[src/rtl/line_packetizer.sv]
`default_nettype none
// ============================================================================
// Module      : line_packetizer
// Description : Frames captured print-head lines into "LINE:<payload>:" byte
//               packets for the UART TX FIFO. The packet engine holds one
//               active line and one pending line, and stalls while the FIFO
//               is full. Define LINE_PACKETIZER_CHECKSUM_EN to append an XOR
//               checksum byte after the trailer.
// Revision    : 1.0 - initial release
// ============================================================================
module line_packetizer #(
    parameter int HEAD_WIDTH = 384,
    parameter int STAT_WIDTH = 16
) (
    input  logic                  clk,
    input  logic                  reset,
    input  logic                  line_valid,
    input  logic [HEAD_WIDTH-1:0] line_data,
    input  logic                  fifo_full,
    output logic                  fifo_write_enable,
    output logic [7:0]            fifo_write_data,
    output logic                  busy,
    output logic [STAT_WIDTH-1:0] line_count,
    output logic [STAT_WIDTH-1:0] drop_count
);

    localparam int c_num_bytes = HEAD_WIDTH / 8;
    localparam int c_idx_max   = (c_num_bytes > 5) ? c_num_bytes : 5;
    localparam int c_idx_w     = $clog2(c_idx_max);

    generate
        if ((HEAD_WIDTH % 8 != 0) || (HEAD_WIDTH < 8)) begin : g_bad_width
            $error("line_packetizer: HEAD_WIDTH must be a multiple of 8 and >= 8");
        end
    endgenerate

    typedef enum logic [2:0] {
        S_IDLE    = 3'd0,
        S_HEADER  = 3'd1,
        S_PAYLOAD = 3'd2,
`ifdef LINE_PACKETIZER_CHECKSUM_EN
        S_TRAILER = 3'd3,
        S_CHECKSUM = 3'd4
`else
        S_TRAILER = 3'd3
`endif
    } state_t;

    state_t                  state_q,      state_d;
    logic [c_idx_w-1:0]      idx_q,        idx_d;
    logic [HEAD_WIDTH-1:0]   active_q,     active_d;
    logic [HEAD_WIDTH-1:0]   pending_q,    pending_d;
    logic                    pend_full_q,  pend_full_d;
    logic [STAT_WIDTH-1:0]   line_count_q, line_count_d;
    logic [STAT_WIDTH-1:0]   drop_count_q, drop_count_d;

    logic                    w_write;
    logic                    w_last;
    logic [7:0]              w_byte;

    assign w_write = (state_q != S_IDLE) && !fifo_full;

`ifdef LINE_PACKETIZER_CHECKSUM_EN
    logic [7:0] w_csum;

    always_comb begin
        w_csum = 8'h00;
        for (int i = 0; i < c_num_bytes; i++) begin
            w_csum = w_csum ^ active_q[8*i +: 8];
        end
    end

    assign w_last = w_write && (state_q == S_CHECKSUM);
`else
    assign w_last = w_write && (state_q == S_TRAILER);
`endif

    always_comb begin
        w_byte = 8'h00;
        case (state_q)
            S_HEADER: begin
                case (idx_q)
                    c_idx_w'(0): w_byte = 8'h4C;
                    c_idx_w'(1): w_byte = 8'h49;
                    c_idx_w'(2): w_byte = 8'h4E;
                    c_idx_w'(3): w_byte = 8'h45;
                    default:     w_byte = 8'h3A;
                endcase
            end
            S_PAYLOAD:  w_byte = active_q[8*int'(idx_q) +: 8];
            S_TRAILER:  w_byte = 8'h3A;
`ifdef LINE_PACKETIZER_CHECKSUM_EN
            S_CHECKSUM: w_byte = w_csum;
`endif
            default:    w_byte = 8'h00;
        endcase
    end

    always_comb begin
        state_d      = state_q;
        idx_d        = idx_q;
        active_d     = active_q;
        pending_d    = pending_q;
        pend_full_d  = pend_full_q;
        line_count_d = line_count_q;
        drop_count_d = drop_count_q;

        if (state_q == S_IDLE) begin
            if (line_valid) begin
                active_d = line_data;
                state_d  = S_HEADER;
                idx_d    = '0;
            end
        end else if (w_last) begin
            // Packet done: chain straight into the next line without an idle gap.
            line_count_d = line_count_q + 1'b1;
            idx_d        = '0;
            if (pend_full_q) begin
                active_d = pending_q;
                state_d  = S_HEADER;
                if (line_valid) begin
                    pending_d = line_data;
                end else begin
                    pend_full_d = 1'b0;
                end
            end else if (line_valid) begin
                active_d = line_data;
                state_d  = S_HEADER;
            end else begin
                state_d = S_IDLE;
            end
        end else begin
            if (line_valid) begin
                if (!pend_full_q) begin
                    pending_d   = line_data;
                    pend_full_d = 1'b1;
                end else if (drop_count_q != '1) begin
                    drop_count_d = drop_count_q + 1'b1;
                end
            end
            if (w_write) begin
                idx_d = idx_q + 1'b1;
                case (state_q)
                    S_HEADER: begin
                        if (idx_q == c_idx_w'(4)) begin
                            state_d = S_PAYLOAD;
                            idx_d   = '0;
                        end
                    end
                    S_PAYLOAD: begin
                        if (idx_q == c_idx_w'(c_num_bytes - 1)) begin
                            state_d = S_TRAILER;
                            idx_d   = '0;
                        end
                    end
`ifdef LINE_PACKETIZER_CHECKSUM_EN
                    S_TRAILER: begin
                        state_d = S_CHECKSUM;
                        idx_d   = '0;
                    end
`endif
                    default: idx_d = '0;
                endcase
            end
        end
    end

    always_ff @(posedge clk) begin
        if (reset) begin
            state_q      <= S_IDLE;
            idx_q        <= '0;
            active_q     <= '0;
            pending_q    <= '0;
            pend_full_q  <= 1'b0;
            line_count_q <= '0;
            drop_count_q <= '0;
        end else begin
            state_q      <= state_d;
            idx_q        <= idx_d;
            active_q     <= active_d;
            pending_q    <= pending_d;
            pend_full_q  <= pend_full_d;
            line_count_q <= line_count_d;
            drop_count_q <= drop_count_d;
        end
    end

    assign fifo_write_enable = w_write;
    assign fifo_write_data   = w_byte;
    assign busy              = (state_q != S_IDLE) || pend_full_q;
    assign line_count        = line_count_q;
    assign drop_count        = drop_count_q;

endmodule
`default_nettype wire

[config.mk]
export PLATFORM = sky130hd
export DESIGN_NAME = line_packetizer
export DESIGN_NICKNAME = d
export VERILOG_FILES = /design/src/rtl/line_packetizer.sv
export SDC_FILE = /design/constraint.sdc
export NUM_CORES = 2
export LEC_CHECK = 0
export ABC_AREA = 1
export BUFFER_PORTS_ARGS = -buffer_cell sky130_fd_sc_hd__buf_2
export CAP_MARGIN = 10
export CORE_UTILIZATION = 45
export DETAILED_ROUTE_END_ITERATION = 8
export PLACE_DENSITY = 0.62
export SLEW_MARGIN = 20
export SYNTH_ARGS = -nofsm -noshare
export SYNTH_HDL_FRONTEND = slang
export SYNTH_SLANG_ARGS = --single-unit
[constraint.sdc]
create_clock -name clk -period 2.95 [get_ports clk]
set_input_delay 0.59 -clock clk [delete_from_list [all_inputs] [get_ports clk]]
set_output_delay 0.59 -clock clk [all_outputs]
set_load 0.005 [all_outputs]
* Yosys cells after proc, flatten, opt, wreduce, memory -nomap -nowiden
Index checks and enable logic that the tools add are counted.
Cells by class: add/sub/neg operators 3, eq/ne operators 15, shift operators 1, multiplexer cells 31, bitwise logic cells 2, reductions and logical operators 17
Operators with widths (number):
- $mux 384 | 9
- $shiftx 384x10->8 | 1
- $mux 6 | 6
- $add 16x1->16 const B | 2
- $pmux 7 s4 | 1
- $pmux 8 s3 | 1
- $mux 3 | 6
- $ne 16x16->1 const B | 1
- $reduce_and 5->1 | 3
- $eq 6x2->1 const B | 2
- $pmux 6 s2 | 1
- $ne 4x4->1 const B | 2
- $add 6x1->6 const B | 1
- $eq 3x2->1 const B | 2
- $eq 6x1->1 const B | 1
- $eq 6x3->1 const B | 1
- $eq 6x6->1 const B | 1
- $logic_not 6->1 | 1
- $mux 1 | 6
- $ne 2x2->1 const B | 3
- $pmux 3 s2 | 1
- $reduce_and 2->1 | 3
- $reduce_bool 3->1 | 2
- $reduce_bool 2->1 | 2
- other kinds (8) | 10
Storage, ports and cells: flip-flop bits (word level) 810, bits of input ports 388, word-level logic and storage cells 76

* Longest topological paths before layout
word-level depth 6, gate-level depth with buffers 15, mapped depth without buffers 12

* Worst setup path before layout
Ideal clock, no wire load.
kind reg-to-output, start reg idx_q[0], end out fifo_write_data[4], arrival 1.683 ns, slack 0.677 ns, cell stages (with the launch flop) 13, cells stage by stage dfxtp_1 > buf_2 > inv_1 > buf_2 > buf_2 > ha_1 > nand3_1 > nand2_1 > nor2_1 > nand2_1 > a21oi_1 > inv_1 > nand2_1
On the way: longest elaborated chain between the ends 3, elaborated cells on any way between the ends 7, classes of those cells eq/ne (3); shift (1); mux (2); reduce/logical (1)
RTL lines:
- start: declaration | RTL line 50 | logic [c_idx_w-1:0] idx_q, idx_d;
- start signal: assignment | RTL line 179 | idx_q <= idx_d;
- branches (longest 2 deep; another with $shiftx 384x10->8)
- $pmux 8 s3 * | RTL line 80 | case (state_q)
- end: declaration | RTL line 21 | output logic [7:0] fifo_write_data,
Mark *: on every way between the ends.

* Worst setup path after layout
start reg idx_q[0], end out fifo_write_data[1]
Same word-level chain as after synthesis.

==> impl_metrics.xml <==
<?xml version="1.0" encoding="UTF-8"?>
<metrics>
  <group name="placed_design">
    <metric name="dp_worst_setup_slack" unit="ns">0.2217</metric>
    <metric name="routabilityCongestion" unit="">0.8599</metric>
    <metric name="numPortBuffers" unit="">429</metric>
    <metric name="dpl-instance-area" unit="sq um">42660</metric>
    <metric name="dp.final_hpwl" unit="mm">83.09</metric>
  </group>
  <group name="synthesis">
    <metric name="synth_fp_nets" unit="">6271</metric>
    <metric name="synth-warning-count" unit="">0</metric>
    <metric name="postSynthRegisterBits" unit="">809</metric>
    <metric name="ys_seq_area_share" unit="%">40.60</metric>
    <metric name="netlist-cell-type-count" unit="">43</metric>
    <metric name="synth.largest_area_cell" unit="">sky130_fd_sc_hd__dfxtp_1</metric>
    <metric name="synthCells" unit="">5873</metric>
    <metric name="most_frequent_cells_after_synthesis" unit="">1347 x sky130_fd_sc_hd__nand2_1, 809 x sky130_fd_sc_hd__dfxtp_1, 800 x sky130_fd_sc_hd__a21oi_1, 741 x sky130_fd_sc_hd__inv_1, 674 x sky130_fd_sc_hd__o21ai_0</metric>
    <metric name="post_synth_instance_area" unit="sq um">39890</metric>
    <metric name="synth_enable_flop_cells" unit="">0</metric>
    <metric name="syn-mean-instance-area" unit="sq um">6.791</metric>
    <metric name="post-synth-top-count-cell" unit="">sky130_fd_sc_hd__nand2_1</metric>
    <metric name="ys_top_cells_by_area" unit="">sky130_fd_sc_hd__dfxtp_1 41%, sky130_fd_sc_hd__nand2_1 13%, sky130_fd_sc_hd__a21oi_1 10%, sky130_fd_sc_hd__o21ai_0 8.5%, sky130_fd_sc_hd__o211ai_1 7.2%</metric>
    <metric name="yosys.area.top_type_share" unit="%">40.60</metric>
    <metric name="async_reset_ff_share" unit="%">0</metric>
    <metric name="synthFlopType" unit="">sky130_fd_sc_hd__dfxtp_1</metric>
  </group>
  <group name="clock_network">
    <metric name="h-tree-depth" unit="">3</metric>
    <metric name="cts.sinks" unit="">809</metric>
    <metric name="cts_hold_buffers" unit="">0</metric>
    <metric name="clock-root-buffer" unit="">sky130_fd_sc_hd__clkbuf_16</metric>
    <metric name="clk-insertion-delay-late" unit="ns">0.65</metric>
    <metric name="buffer_depth_of_the_longest_clock_path" unit="">3</metric>
    <metric name="clock_tree_from_tritoncts" unit="">yes</metric>
    <metric name="cts-buffers-inserted" unit="">94</metric>
    <metric name="clk_pin_slew" unit="ns">0.06</metric>
  </group>
  <group name="cells_and_area">
    <metric name="fill_cells" unit="">8692</metric>
    <metric name="design_area" unit="sq um">47190</metric>
    <metric name="area.sequential" unit="sq um">16200</metric>
    <metric name="multiInputGateArea" unit="sq um">18720</metric>
    <metric name="drive_gt1_share" unit="%">14.09</metric>
    <metric name="finalNetCount" unit="">6459</metric>
    <metric name="area_growth_synth_to_finish" unit="%">18.30</metric>
  </group>
  <group name="critical_path">
    <metric name="critical_path_buf_inv_count" unit="">5</metric>
    <metric name="worst-endpoint-arrival" unit="ns">2.52</metric>
    <metric name="worstSetupPathType" unit="">reg2out</metric>
    <metric name="peak_fanout_along_the_critical_path" unit="">8</metric>
    <metric name="endpoint" unit="">fifo_write_data[1]</metric>
    <metric name="timing.rr.end" unit="">active_q[369]</metric>
    <metric name="rr_worst_depth" unit="">9</metric>
    <metric name="critical_path.startpoint" unit="">idx_q[0]</metric>
    <metric name="worst_setup_path_start_kind" unit="">register</metric>
    <metric name="path_cells" unit="">buf_12 &gt; buf_16 &gt; buf_12 &gt; nand2_1 &gt; nand3_1 &gt; nand2_1 &gt; nand2_1 &gt; nand2_2 &gt; inv_1 &gt; nand2_2 &gt; nand2_1 &gt; nand3_1 &gt; nand2_1 &gt; nand2_2 &gt; buf_2</metric>
    <metric name="critical_path.most_common_cell" unit="">sky130_fd_sc_hd__nand2_1</metric>
    <metric name="rrSetupSlack" unit="ns">0.27</metric>
    <metric name="critical_path_required" unit="ns">2.36</metric>
    <metric name="worstSetupEndpointType" unit="">output pin</metric>
    <metric name="crit_cells" unit="">15</metric>
    <metric name="timing.critical_path.slowest_cell_delay" unit="ns">0.37</metric>
    <metric name="worst_path_dominant_cell_family" unit="">simple AND/OR/NAND/NOR gates</metric>
    <metric name="crit_path_max_delay_cell_type" unit="">sky130_fd_sc_hd__dfxtp_4</metric>
    <metric name="r2r-start" unit="">state_q[0]</metric>
  </group>
  <group name="sta">
    <metric name="rsz0062_at_grt" unit="">yes</metric>
    <metric name="period_share" unit="%">105.5</metric>
    <metric name="min_period" unit="ns">3.112</metric>
    <metric name="skew" unit="ns">0.02040</metric>
    <metric name="finalHoldViolations" unit="">0</metric>
    <metric name="tightest_slew" unit="ns">0.9363</metric>
    <metric name="fmax" unit="MHz">321.4</metric>
    <metric name="setup-violations-final" unit="">8</metric>
    <metric name="slew_violations" unit="">0</metric>
    <metric name="worst_path_setup_slack_after_routing" unit="ns">-0.1617</metric>
    <metric name="max_slew_margin_vs_limit" unit="%">37.58</metric>
  </group>
  <group name="floorplanning">
    <metric name="core_region_area" unit="sq um">87290</metric>
    <metric name="die_h" unit="um">299.7</metric>
    <metric name="start_util" unit="%">45.69</metric>
    <metric name="die_area" unit="sq um">89830</metric>
    <metric name="design.portCount" unit="">430</metric>
    <metric name="die_width" unit="um">299.7</metric>
    <metric name="rows" unit="">108</metric>
  </group>
  <group name="routing">
    <metric name="postRouteWirelength" unit="mm">128.3</metric>
    <metric name="avgRoutedWirePerCell" unit="um">17.59</metric>
    <metric name="detail-route-antenna-nets" unit="">0</metric>
    <metric name="vias_after_detailed_routing" unit="">39023</metric>
    <metric name="detailroute.wirelength.met2" unit="mm">58.65</metric>
    <metric name="route.detailed.vias_per_inst" unit="">5.351</metric>
    <metric name="residual_drc" unit="">0</metric>
    <metric name="highest_layer" unit="">met5</metric>
    <metric name="drtPass1Iterations" unit="">6</metric>
    <metric name="initialDrtViolationCount" unit="">3530</metric>
    <metric name="wl_met1" unit="mm">58.18</metric>
    <metric name="met3WireLength" unit="mm">7.660</metric>
  </group>
  <group name="power_and_ir_drop">
    <metric name="power.static_leakage" unit="uW">0.02023</metric>
    <metric name="p_per_area" unit="nW/um^2">909.6</metric>
    <metric name="peakVddDrop" unit="mV">0.5101</metric>
  </group>
  <group name="global_routing">
    <metric name="grt_first_pass_wirelength" unit="mm">198.9</metric>
    <metric name="grt_remaining_overflow" unit="">0</metric>
    <metric name="largest_net_degree_at_the_start_of_global_routing" unit="">159</metric>
    <metric name="gr-usage-all-layers" unit="%">27.57</metric>
    <metric name="vias_in_the_first_global_route" unit="">35271</metric>
    <metric name="antenna_found_initial" unit="">11</metric>
  </group>
  <group name="hold_path">
    <metric name="min_path_type" unit="">in2reg</metric>
  </group>
  <group name="status">
    <metric name="violated_checks" unit="">setup timing</metric>
    <metric name="outcome" unit="">finished with violations</metric>
  </group>
  <group name="run">
    <metric name="max-cap-violations" unit="">0</metric>
  </group>
</metrics>
## per-layer routing
layer | global-route usage [%] | vias to the layer above
met5 | 0 | -
met4 | 8.722 | 8
met3 | 4.285 | 201
met2 | 43.76 | 1042
met1 | 38.31 | 18066
li1 | - | 19706
## flip-flops by register name (all words and copies together), names as in the netlist
register / cells
state_q: 2
idx_q: 6
drop_count: 16
active_q: 384
pend_full_q: 1
line_count: 16
pending_q: 384
## cell families after synthesis
| logic type | share of synthesized area, % |
|---|---|
| adders and majority gates | 0.3137 |
| xor gates and xnor gates | 0.1537 |
| and+or+nand+nor | 17.90 |
| buffers and inverters | 13.36 |
| AOI/OAI and AO/OA | 27.67 |
| DFF | 40.60 |
## layout make-up
| type | instances | area share, % |
|---|---|---|
| Sequential cell | 809 | 34.34 |
| Inverter | 747 | 6.014 |
| Clock inverter | 32 | 0.8247 |
| Timing Repair Buffer | 597 | 10.07 |
| Antenna cell | 5 | 0.02652 |
| Timing Repair inverter | 2 | 0.04243 |
| Clock buffer | 135 | 5.937 |
| Multi-Input combinational cell | 3810 | 39.68 |
| Tap cell | 1155 | 3.063 |
## report_power, final
group          leakage, uW  internal (uW)  switching, uW
Sequential         0.00663          13800           1430
Combinational       0.0120           5640           9960
Clock              0.00159           7270           4820
Total               0.0202          26700          16200
## how the worst min path moves through the flow
stage	startpoint	endpoint	slack, ns	depth (start not counted)
after global routing	line_data[70]	pending_q[70]	0.21	3
after detailed placement	pending_q[45]	pending_q[45]	0.43	2
after floorplan	pending_q[100]	pending_q[100]	0.42	2
after CTS	line_data[264]	pending_q[264]	0.19	3
after global placement	pending_q[85]	pending_q[85]	0.43	2
final	line_data[278]	pending_q[278]	0.22	3
## timing repair
action	4_1_cts	5_1_grt
setup endpoints to repair	8	8
gates cloned	21	2
buffers inserted	14	2
resized for setup	122	34
pin swaps	39	21
## cell usage in the layout (no fill, tap or decap), drive strengths merged, types with 6 or more instances in the layout
cell       n
nand4      6
ha        10
clkinv    21
nor2     168
o211ai   385
nand3    235
buf      589
dfxtp    809
bufinv     8
inv      751
clkbuf   137
nor3      18
nand2   1351
a21oi    801
o21ai    809
bufbuf     6
## tightest hold or removal path: stages
cell and delay (ns):
sky130_fd_sc_hd__buf_2 0.09, sky130_fd_sc_hd__o21ai_1 0.06, sky130_fd_sc_hd__a21oi_1 0.10
## stage by stage
step	utilization, %	cells	hold slack [ns]	setup TNS [ns]	power [uW]
global placement	48.87	7082	0.4305	0	29170
detailed placement	48.87	7082	0.4346	0	29340
global route	54.05	7292	0.2124	-1.905	45610
CTS	53.85	7284	0.1905	-1.151	42980
floorplan	-	5873	0.4238	0	25060
finish	54.05	7292	0.2156	-0.9002	42920
Note: power is estimated with default switching activity, not from simulation.
